File: src/rtl/crc_frame_tx_if.sv
// Word-input handshake for crc_frame_tx: the upstream source drives words,
// and the transmitter answers with a combinational ready.
interface crc_frame_tx_if #(
  parameter int DATA_BITS = 8
) ();
  logic [DATA_BITS-1:0] s_data;
  logic                 s_valid;
  logic                 s_last;
  logic                 s_ready;

  modport master (
    output s_data,
    output s_valid,
    output s_last,
    input  s_ready
  );

  modport slave (
    input  s_data,
    input  s_valid,
    input  s_last,
    output s_ready
  );
endinterface

File: src/rtl/crc_frame_tx.sv
// Serial frame transmitter: shifts words out MSB-first at the bit_en rate and
// appends the running CRC (init 0, unreflected, no final XOR) after the last word.
module crc_frame_tx #(
  parameter int VERI_BITS = 32,
  parameter int DATA_BITS = 8
) (
  input  logic                 clk,
  input  logic                 rst,
  input  logic                 bit_en,
  input  logic [VERI_BITS-1:0] veri_poly,
  crc_frame_tx_if.slave        src,
  output logic                 bit_out,
  output logic                 bit_valid,
  output logic                 bit_first,
  output logic                 bit_last,
  output logic                 busy
);

  localparam int BIT_W = (DATA_BITS > 1) ? $clog2(DATA_BITS) : 1;
  localparam int CRC_W = (VERI_BITS > 1) ? $clog2(VERI_BITS) : 1;
  localparam logic [BIT_W-1:0] BIT_LAST = BIT_W'(DATA_BITS - 1);
  localparam logic [CRC_W-1:0] CRC_LAST = CRC_W'(VERI_BITS - 1);

  typedef enum logic [1:0] {
    IDLE  = 2'd0,
    DATA  = 2'd1,
    STALL = 2'd2,
    CRC   = 2'd3
  } state_t;

  state_t               state_reg;
  state_t               state_next;
  logic [DATA_BITS-1:0] buf_reg;
  logic                 last_flag_reg;
  logic [BIT_W-1:0]     bit_idx_reg;
  logic [CRC_W-1:0]     crc_idx_reg;
  logic [VERI_BITS-1:0] crc_reg;
  logic [VERI_BITS-1:0] poly_reg;
  logic                 first_arm_reg;
  logic                 bit_out_reg;
  logic                 bit_valid_reg;
  logic                 bit_first_reg;
  logic                 bit_last_reg;

  logic                 ready;
  logic                 accept;
  logic                 word_end;
  logic                 crc_done;
  logic                 feedback;
  logic [VERI_BITS-1:0] crc_shift;
  logic [VERI_BITS-1:0] crc_data_next;

  // word_end marks the cycle that emits the final bit of the current word
  assign word_end = (state_reg == DATA) && bit_en && (bit_idx_reg == BIT_LAST);
  assign crc_done = (state_reg == CRC) && bit_en && (crc_idx_reg == CRC_LAST);
  assign accept   = src.s_valid && ready;

  assign crc_shift     = {crc_reg[VERI_BITS-2:0], 1'b0};
  assign feedback      = crc_reg[VERI_BITS-1] ^ buf_reg[DATA_BITS-1];
  assign crc_data_next = feedback ? (crc_shift ^ poly_reg) : crc_shift;

  always_ff @(posedge clk) begin
    if (rst) begin
      state_reg <= IDLE;
    end else begin
      state_reg <= state_next;
    end
  end

  always_comb begin
    state_next = state_reg;
    case (state_reg)
      IDLE: begin
        if (accept) state_next = DATA;
      end
      DATA: begin
        if (word_end) begin
          if (last_flag_reg)  state_next = CRC;
          else if (accept)    state_next = DATA;
          else                state_next = STALL;
        end
      end
      STALL: begin
        if (accept) state_next = DATA;
      end
      CRC: begin
        if (crc_done) state_next = IDLE;
      end
      default: state_next = IDLE;
    endcase
  end

  always_comb begin
    ready = 1'b0;
    busy  = (state_reg != IDLE);
    case (state_reg)
      IDLE, STALL: ready = 1'b1;
      DATA:        ready = word_end && !last_flag_reg;
      default:     ready = 1'b0;
    endcase
  end

  assign src.s_ready = ready;

  always_ff @(posedge clk) begin
    if (rst) begin
      buf_reg       <= '0;
      last_flag_reg <= 1'b0;
      bit_idx_reg   <= '0;
      crc_idx_reg   <= '0;
      crc_reg       <= '0;
      poly_reg      <= '0;
      first_arm_reg <= 1'b0;
      bit_out_reg   <= 1'b0;
      bit_valid_reg <= 1'b0;
      bit_first_reg <= 1'b0;
      bit_last_reg  <= 1'b0;
    end else begin
      bit_valid_reg <= 1'b0;
      bit_first_reg <= 1'b0;
      bit_last_reg  <= 1'b0;

      case (state_reg)
        DATA: begin
          if (bit_en) begin
            bit_out_reg   <= buf_reg[DATA_BITS-1];
            bit_valid_reg <= 1'b1;
            bit_first_reg <= first_arm_reg;
            first_arm_reg <= 1'b0;
            crc_reg       <= crc_data_next;
            buf_reg       <= {buf_reg[DATA_BITS-2:0], 1'b0};
            if (bit_idx_reg == BIT_LAST) begin
              bit_idx_reg <= '0;
              crc_idx_reg <= '0;
            end else begin
              bit_idx_reg <= bit_idx_reg + BIT_W'(1);
            end
          end
        end
        CRC: begin
          if (bit_en) begin
            bit_out_reg   <= crc_reg[VERI_BITS-1];
            bit_valid_reg <= 1'b1;
            bit_last_reg  <= (crc_idx_reg == CRC_LAST);
            crc_reg       <= crc_shift;
            crc_idx_reg   <= crc_idx_reg + CRC_W'(1);
          end
        end
        default: ;
      endcase

      // Placed after the shift so a refill in the word-end cycle wins
      if (accept) begin
        buf_reg       <= src.s_data;
        last_flag_reg <= src.s_last;
        bit_idx_reg   <= '0;
      end

      if (accept && (state_reg == IDLE)) begin
        crc_reg       <= '0;
        poly_reg      <= veri_poly;
        first_arm_reg <= 1'b1;
      end
    end
  end

  assign bit_out   = bit_out_reg;
  assign bit_valid = bit_valid_reg;
  assign bit_first = bit_first_reg;
  assign bit_last  = bit_last_reg;

endmodule
File: src/flat_wrapper.sv
// flat-port wrapper written by rule: the top's interface ports become plain ports
module crc_frame_tx_flat 
#(
  parameter int VERI_BITS = 32,
  parameter int DATA_BITS = 8
)
  (clk, rst, bit_en, veri_poly, bit_out, bit_valid, bit_first, bit_last, busy, src_s_data, src_s_valid, src_s_last, src_s_ready);
  crc_frame_tx_if #(.DATA_BITS(DATA_BITS)) src_i ();
  input  logic clk;
  input  logic rst;
  input  logic bit_en;
  input  logic [VERI_BITS-1:0] veri_poly;
  output logic bit_out;
  output logic bit_valid;
  output logic bit_first;
  output logic bit_last;
  output logic busy;
  input wire logic [$bits(src_i.s_data)-1:0] src_s_data;
  input wire logic [$bits(src_i.s_valid)-1:0] src_s_valid;
  input wire logic [$bits(src_i.s_last)-1:0] src_s_last;
  output wire logic [$bits(src_i.s_ready)-1:0] src_s_ready;
  assign src_i.s_data = src_s_data;
  assign src_i.s_valid = src_s_valid;
  assign src_i.s_last = src_s_last;
  assign src_s_ready = src_i.s_ready;
  crc_frame_tx #(.VERI_BITS(VERI_BITS), .DATA_BITS(DATA_BITS)) u_core (.clk(clk), .rst(rst), .bit_en(bit_en), .veri_poly(veri_poly), .src(src_i), .bit_out(bit_out), .bit_valid(bit_valid), .bit_first(bit_first), .bit_last(bit_last), .busy(busy));
endmodule
File: config.mk
export PLATFORM = sky130hd
export DESIGN_NAME = crc_frame_tx_flat
export DESIGN_NICKNAME = d
export VERILOG_FILES = /design/src/rtl/crc_frame_tx_if.sv /design/src/rtl/crc_frame_tx.sv /design/src/flat_wrapper.sv
export SDC_FILE = /design/constraint.sdc
export NUM_CORES = 1
export LEC_CHECK = 0
export CAP_MARGIN = 20
export CORE_MARGIN = 2
export CORE_UTILIZATION = 30
export CTS_BUF_LIST = sky130_fd_sc_hd__clkbuf_4 sky130_fd_sc_hd__clkbuf_8 sky130_fd_sc_hd__clkbuf_16
export DETAILED_ROUTE_END_ITERATION = 16
export GPL_ROUTABILITY_DRIVEN = 0
export SLEW_MARGIN = 5
export SYNTH_ARGS = -nofsm -noshare
export SYNTH_HDL_FRONTEND = slang
export SYNTH_SLANG_ARGS = --single-unit
File: constraint.sdc
create_clock -name clk -period 2.1 [get_ports clk]
set_clock_uncertainty 0.1 [all_clocks]
set_input_delay 0.315 -clock clk [delete_from_list [all_inputs] [get_ports clk]]
set_output_delay 0.315 -clock clk [all_outputs]
set_load 0.05 [all_outputs]
==> After elaboration in Yosys (flattened, before gate mapping) <==
Index checks and enable logic that the tools add are counted.
{ "totals": {"register_bits": 88, "in_bits": 45} }
{ "op_classes": {"n_bitwise": 6, "n_mux": 26, "n_reduce_logical": 28, "n_eq_ne": 11, "addsub": 2} }
{ "op_table": {"columns": ["operator", "n"], "rows": [
  ["two-way mux 32 bit", 3],
  ["one-hot mux 32 bit (2 select lines)", 1],
  ["bitwise XOR 32 bit", 1],
  ["two-way mux 8 bit", 3],
  ["two-way mux 5 bit", 3],
  ["nonzero test 2 bit", 6],
  ["two-way mux 2 bit", 5],
  ["one-hot mux 5 bit (2 select lines)", 1],
  ["OR reduction 2 bit", 5],
  ["logical AND 1 bit", 7],
  ["two-way mux 1 bit", 6],
  ["!= test 2 x 1 -> 1 bit, second input constant", 3],
  ["!= test 2 bit, second input constant", 3],
  ["one-hot mux 2 bit (3 select lines)", 1],
  ["AND reduction 2 bit", 3],
  ["AND reduction 3 bit", 2],
  ["OR reduction 3 bit", 2],
  ["adder 5 x 1 -> 5 bit, second input constant", 1],
  ["== test 5 bit, second input constant", 1],
  ["== test 2 bit, second input constant", 2],
  ["NOT 1 bit", 4],
  ["one-hot mux 1 bit (2 select lines)", 2],
  ["AND reduction 4 bit", 1],
  ["adder 3 x 1 -> 3 bit, second input constant", 1],
  ["6 further kinds", 6]
]} }

==> Logic depth before layout (Yosys ltp) <==
Gate-level depths: netlist (run 1).
{ "logic_depth": {"ltp_word": 10, "depth_mapped": 7} }

==> Worst setup path before layout (run 1) <==
OpenSTA, ideal clock, no wires.
{ "synth_path": {"kind": "flip-flop to output port", "startpoint": "register u_core.state_reg[0]", "endpoint": "output src_s_ready", "stages_incl_launch_ff": 6, "t_arrival_ns": 1.967, "n_path_buf": 2, "slack_ns": -0.282, "path_cell_list": "dfxtp_1 -> buf_6 -> and3b_1 -> buf_2 -> nand2_1 -> o21ai_0"} }
{ "synth_between": {"elab_chain_cells": 5, "word_cells_on_any_way": 8, "cone_classes": "eq/ne: 2; mux: 1; reduce/logical: 5"} }
{ "synth_rtl": {"columns": ["item", "line", "source"], "rows": [
  ["start: declaration", "crc_frame_tx.sv:31", "state_t state_reg;"],
  ["start signal: assignment", "crc_frame_tx.sv:66", "state_reg <= state_next;"],
  ["== test 2 x 1 -> 1 bit", "crc_frame_tx.sv:54, crc_frame_tx.sv:96", null],
  ["logical AND 1 bit (2 in series)", "crc_frame_tx.sv:54", "assign word_end = (state_reg == DATA) && bit_en && (bit_idx_reg == BIT_LAST);"],
  ["logical AND 1 bit", "crc_frame_tx.sv:98", "DATA: ready = word_end && !last_flag_reg;"],
  ["one-hot mux 1 bit (2 select lines) *", "crc_frame_tx.sv:96", "case (state_reg)"],
  ["end: declaration", "flat_wrapper.sv:21", "output wire logic [$bits(src_i.s_ready)-1:0] src_s_ready;"]
]} }
Every way passes the cells marked *; elsewhere a longest branch is shown, timed or not.

==> Worst setup path in the final report (run 1) <==
{ "layout_path": {"startpoint": "register u_core.bit_idx_reg[0]", "endpoint": "output src_s_ready"} }
{ "layout_between": {"elab_chain_cells": 4} }
{ "layout_rtl": {"columns": ["item", "line", "source"], "rows": [
  ["start: declaration", "crc_frame_tx.sv:35", "logic [BIT_W-1:0] bit_idx_reg;"],
  ["start signal: assignment", "crc_frame_tx.sv:136", "bit_idx_reg <= bit_idx_reg + BIT_W'(1);"],
  ["== test 3 bit", "crc_frame_tx.sv:54", null],
  ["logical AND 1 bit", "crc_frame_tx.sv:54", null],
  ["logical AND 1 bit", "crc_frame_tx.sv:98", null],
  ["one-hot mux 1 bit (2 select lines)", "crc_frame_tx.sv:96", null]
]} }
Every way passes these cells.

==> metrics.md, run 1 <==
| Metric | Value |
|---|---|
| Status | finished, final reports clean |
| CP max FO | 6 |
| Yosys warns | 0 |
| PwrDens | about 840 mW/mm^2 |
| Mapped Cells | around 380 |
| Register area share after synthesis | between 40% and 50% |
| Hold Violations, Final | 0 |
| Int Pwr | 2.846 mW |
| Most frequent cells in the layout | 86 x dfxtp_1, 48 x clkdlybuf4s50_1, 39 x a21oi_1 |
| Post-synth top area share | 49.79% |
| Final min period | between 1500 and 2000 ps |
| Largest family of logic cells by synthesized area | compound AO/OA/AOI/OAI gates |
| Flop pwr share | a little under half |
| Critical Path RT | around 1700 ps |
| TNS Setup | 0 ps |
| Worst-Margin Slew | approximately 510 ps |
| Top_reg_cell synth | dfxtp_1 |
| Worst Reg-to-Reg Cells | 7 |
| Final setup margin | roughly 160 ps |
| Number of max-cap violations | 0 |
| Top post-synthesis cells by area | dfxtp_1 50%, a22o_1 7.9%, xor2_1 7.9% |
| Ys async rst share | 0% |
| Sw Pwr | around 0.99 mW |
| Post-CTS Hold Buffers | 0 |
| Syn Area/Cell | 9.386 sq um |
| Initial antenna violation count | 0 |
| WL per Instance | roughly 13 um |
| Layout cells sized above 1 | a little over 10% |
| Synth-to-layout area growth | 28.85% |
| Yosys top cell by area | dfxtp_1 |
| Post-Layout Cell Count | 570 |
| Syn Nets | about 430 |
| Pre-CTS setup slack | around 200 ps |
| Setup violations, final | 0 |
| Max incr delay on CP | 360 ps |
| # diodes | 0 |
| Die width | around 110 um |
| Netlist cell types | 42 |
| First-pass GRT wire length | around 13 mm |
| Synth Area in Compound Gates | 22.98% |
| Fmax | roughly 0.52 GHz |
| CP Class | reg2out |
| Final wirelength | roughly 7.6 mm |
| FF+latch count, synth | between 80 and 90 |
| CP Cell Sequence | ha_1 > ha_2 > nand2_1 > o21ai_2 > buf_12 |
| Root Driver | clkbuf_16 |
| Grt ovf | 0 |
| H-tree depth | 3 |
| Leak | roughly 1.7 nW |
| Row count | 39 |
| Multiplexer share of the synthesized area | less than 1% |
| Placed insts | approximately 550 |
| Worst path slowest cell | dfxtp_1 |
| Post-synth EDFFs | 0 |
| Average vias per placed instance | between 4 and 5 |
| Max-slew headroom | ~66% |
| Die area | approximately 0.013 sq mm |
| Postcts setup bufs | 0 |
| Antenna-violating nets left | 0 |
| VDD IR max | slightly below 0.4 mV |
| Core area | approximately 0.011 sq mm |
| Number of nets in the layout | around 470 |
| Most common cell after layout, fill and taps aside | dfxtp_1 |
| Final Slew Violations | 0 |
| Fin crit share | 92.45% |
| Clock network power share | between 40% and 50% |
| Number of top-level pins | 51 |
| Synth Area in XOR/XNOR | roughly 7.9% |
| Crit path capture type | output port |
| Fill cells | around 1100 |
| Vias in the first global route | approximately 2700 |
| Starting DRT DRC Count | between 200 and 250 |
| CTS tree | done |
| CP Data Arrival Time | 1530 ps |
| Largest net degree at the start of global routing | 64 |
| Clock sinks | 88 |
| Post-synthesis simple-gate area fraction | 12.77% |
| Die Y | around 110 um |
| Synthesized cell area | 0.003538 sq mm |
| Via count | between 2000 and 3000 |
| Adder-cell share of the synthesized area | 1.414% |
| RSZ-0062 raised after global routing | false |
| Clock Tree Buf Depth | 2 |
| Clock transition at the registers of the reported paths | approximately 70 ps |
| Dpl hpwl | between 4 and 5 mm |
| Initial Util | 30.86% |
| CTS buffer count | 9 |
| Combinational power share | 12.1% |
| HP Class | reg2reg |
| Worst-Skew Late Latency | 340 ps |
| Total Routing Usage GR | about an eighth |
| Critical Path Start Type | flop |
| Number of buffers added on ports | 50 |
| Switching share of total power | around 26% |
| Post-route DRC | 0 |
| Pre-antenna DRT Iters | 4 |
| WHS Path Cells | 2 |
==> power by group through the flow <==
| stage | clock network, mW | registers (mW) | logic [mW] |
|---|---|---|---|
| floorplan | 0 | 1.86 | 0.275 |
| global placement | 0 | 1.86 | 0.459 |
| detailed placement | 0 | 1.86 | 0.466 |
| CTS | 1.58 | 1.83 | 0.469 |
| global route | 1.66 | 1.84 | 0.513 |
| finish | 1.54 | 1.83 | 0.463 |
==> per-stage QoR <==
| step | utilization [%] | cell area [sq um] | power, mW | hold WS (ps) |
|---|---|---|---|---|
| 3_3_place_gp | 37.15 | 4260 | 2.323 | 348.2 |
| 3_5_place_dp | 37.15 | 4260 | 2.330 | 353.7 |
| 4_1_cts | 39.68 | 4551 | 3.878 | 360.0 |
| 6_report | 39.76 | 4559 | 3.833 | 356.6 |
| 2_1_floorplan | - | 3538 | 2.131 | 333.9 |
| 5_1_grt | 39.76 | 4559 | 4.013 | 384.8 |
==> layout make-up <==
cell class	instances	area, sq um	area share (%)
flip-flops and latches	88	1764	38.69
clock inverters	6	51.30	1.125
multi-input cells	257	1643	36.03
inverters	2	7.507	0.1647
clock buffers	10	239.0	5.241
well taps	143	178.9	3.924
repair buffers	64	675.6	14.82
==> worst max-delay path: cells and delay by family (launching register included) <==
| family | cells | cell delay (ps) |
|---|---|---|
| AO/OA/AOI/OAI | 1 | 170 |
| adder cells (fa/ha/maj) | 2 | 410 |
| buffers and inverters | 1 | 160 |
| flip-flops | 1 | 360 |
| AND/OR/NAND/NOR | 1 | 100 |
==> worst paths after layout <==
check                   startpoint                    end  slack [ps]
max          u_core.bit_idx_reg[0]            src_s_ready         160
min          u_core.crc_idx_reg[4]  u_core.crc_idx_reg[4]         360
min reg2reg  u_core.crc_idx_reg[4]  u_core.crc_idx_reg[4]         360
max reg2reg  u_core.bit_idx_reg[0]      u_core.buf_reg[4]         270
==> cell usage after synthesis, types with 2 or more instances <==
library cell,instances
dfxtp_1,88
a21oi_1,39
o21ai_0,34
nand3_1,33
a22o_1,32
xor2_1,32
nand2_1,25
nor2_1,14
buf_2,13
clkbuf_1,13
nor3_1,7
a311oi_1,6
ha_1,4
mux2i_1,3
nor2b_1,3
buf_4,2
inv_1,2
nand2b_1,2
nand4_1,2
==> kinds of logic after synthesis <==
family	after synthesis
xor gates and xnor gates	32
muxes	3
and+or+nand+nor	94
DFF	88
buffers and inverters	32
adders and majority gates	4
AOI/OAI and AO/OA	124
==> routing by layer <==
metal / global-route usage (%) / up-vias / share of wire [%]
li1: - / 1451 / -
met1: 17.19 / 1303 / 50
met2: 18.44 / 47 / 45
met3: 2.808 / 11 / 3.8
met4: 5.366 / 0 / 1.6
met5: 0 / - / 0
==> what timing repair did <==
item / 4_1_cts / 5_1_grt
endpoints found under the hold margin: 0 / 0
setup endpoints to repair: 0 / 1
gates resized for setup: 0 / 4
No activity file was read; power rests on OpenSTA's default activity.
==> run 2: changes to the inputs <==
--- a/config.mk
+++ b/config.mk
@@ -5,6 +5,7 @@
 export SDC_FILE = /design/constraint.sdc
 export NUM_CORES = 1
 export LEC_CHECK = 0
+export ABC_CLOCK_PERIOD_IN_PS = 2100
 export CAP_MARGIN = 20
 export CORE_MARGIN = 2
 export CORE_UTILIZATION = 30
==> results of run 2 <==
Same layout as run 1: the final DEF is identical, and so are final timing and power.
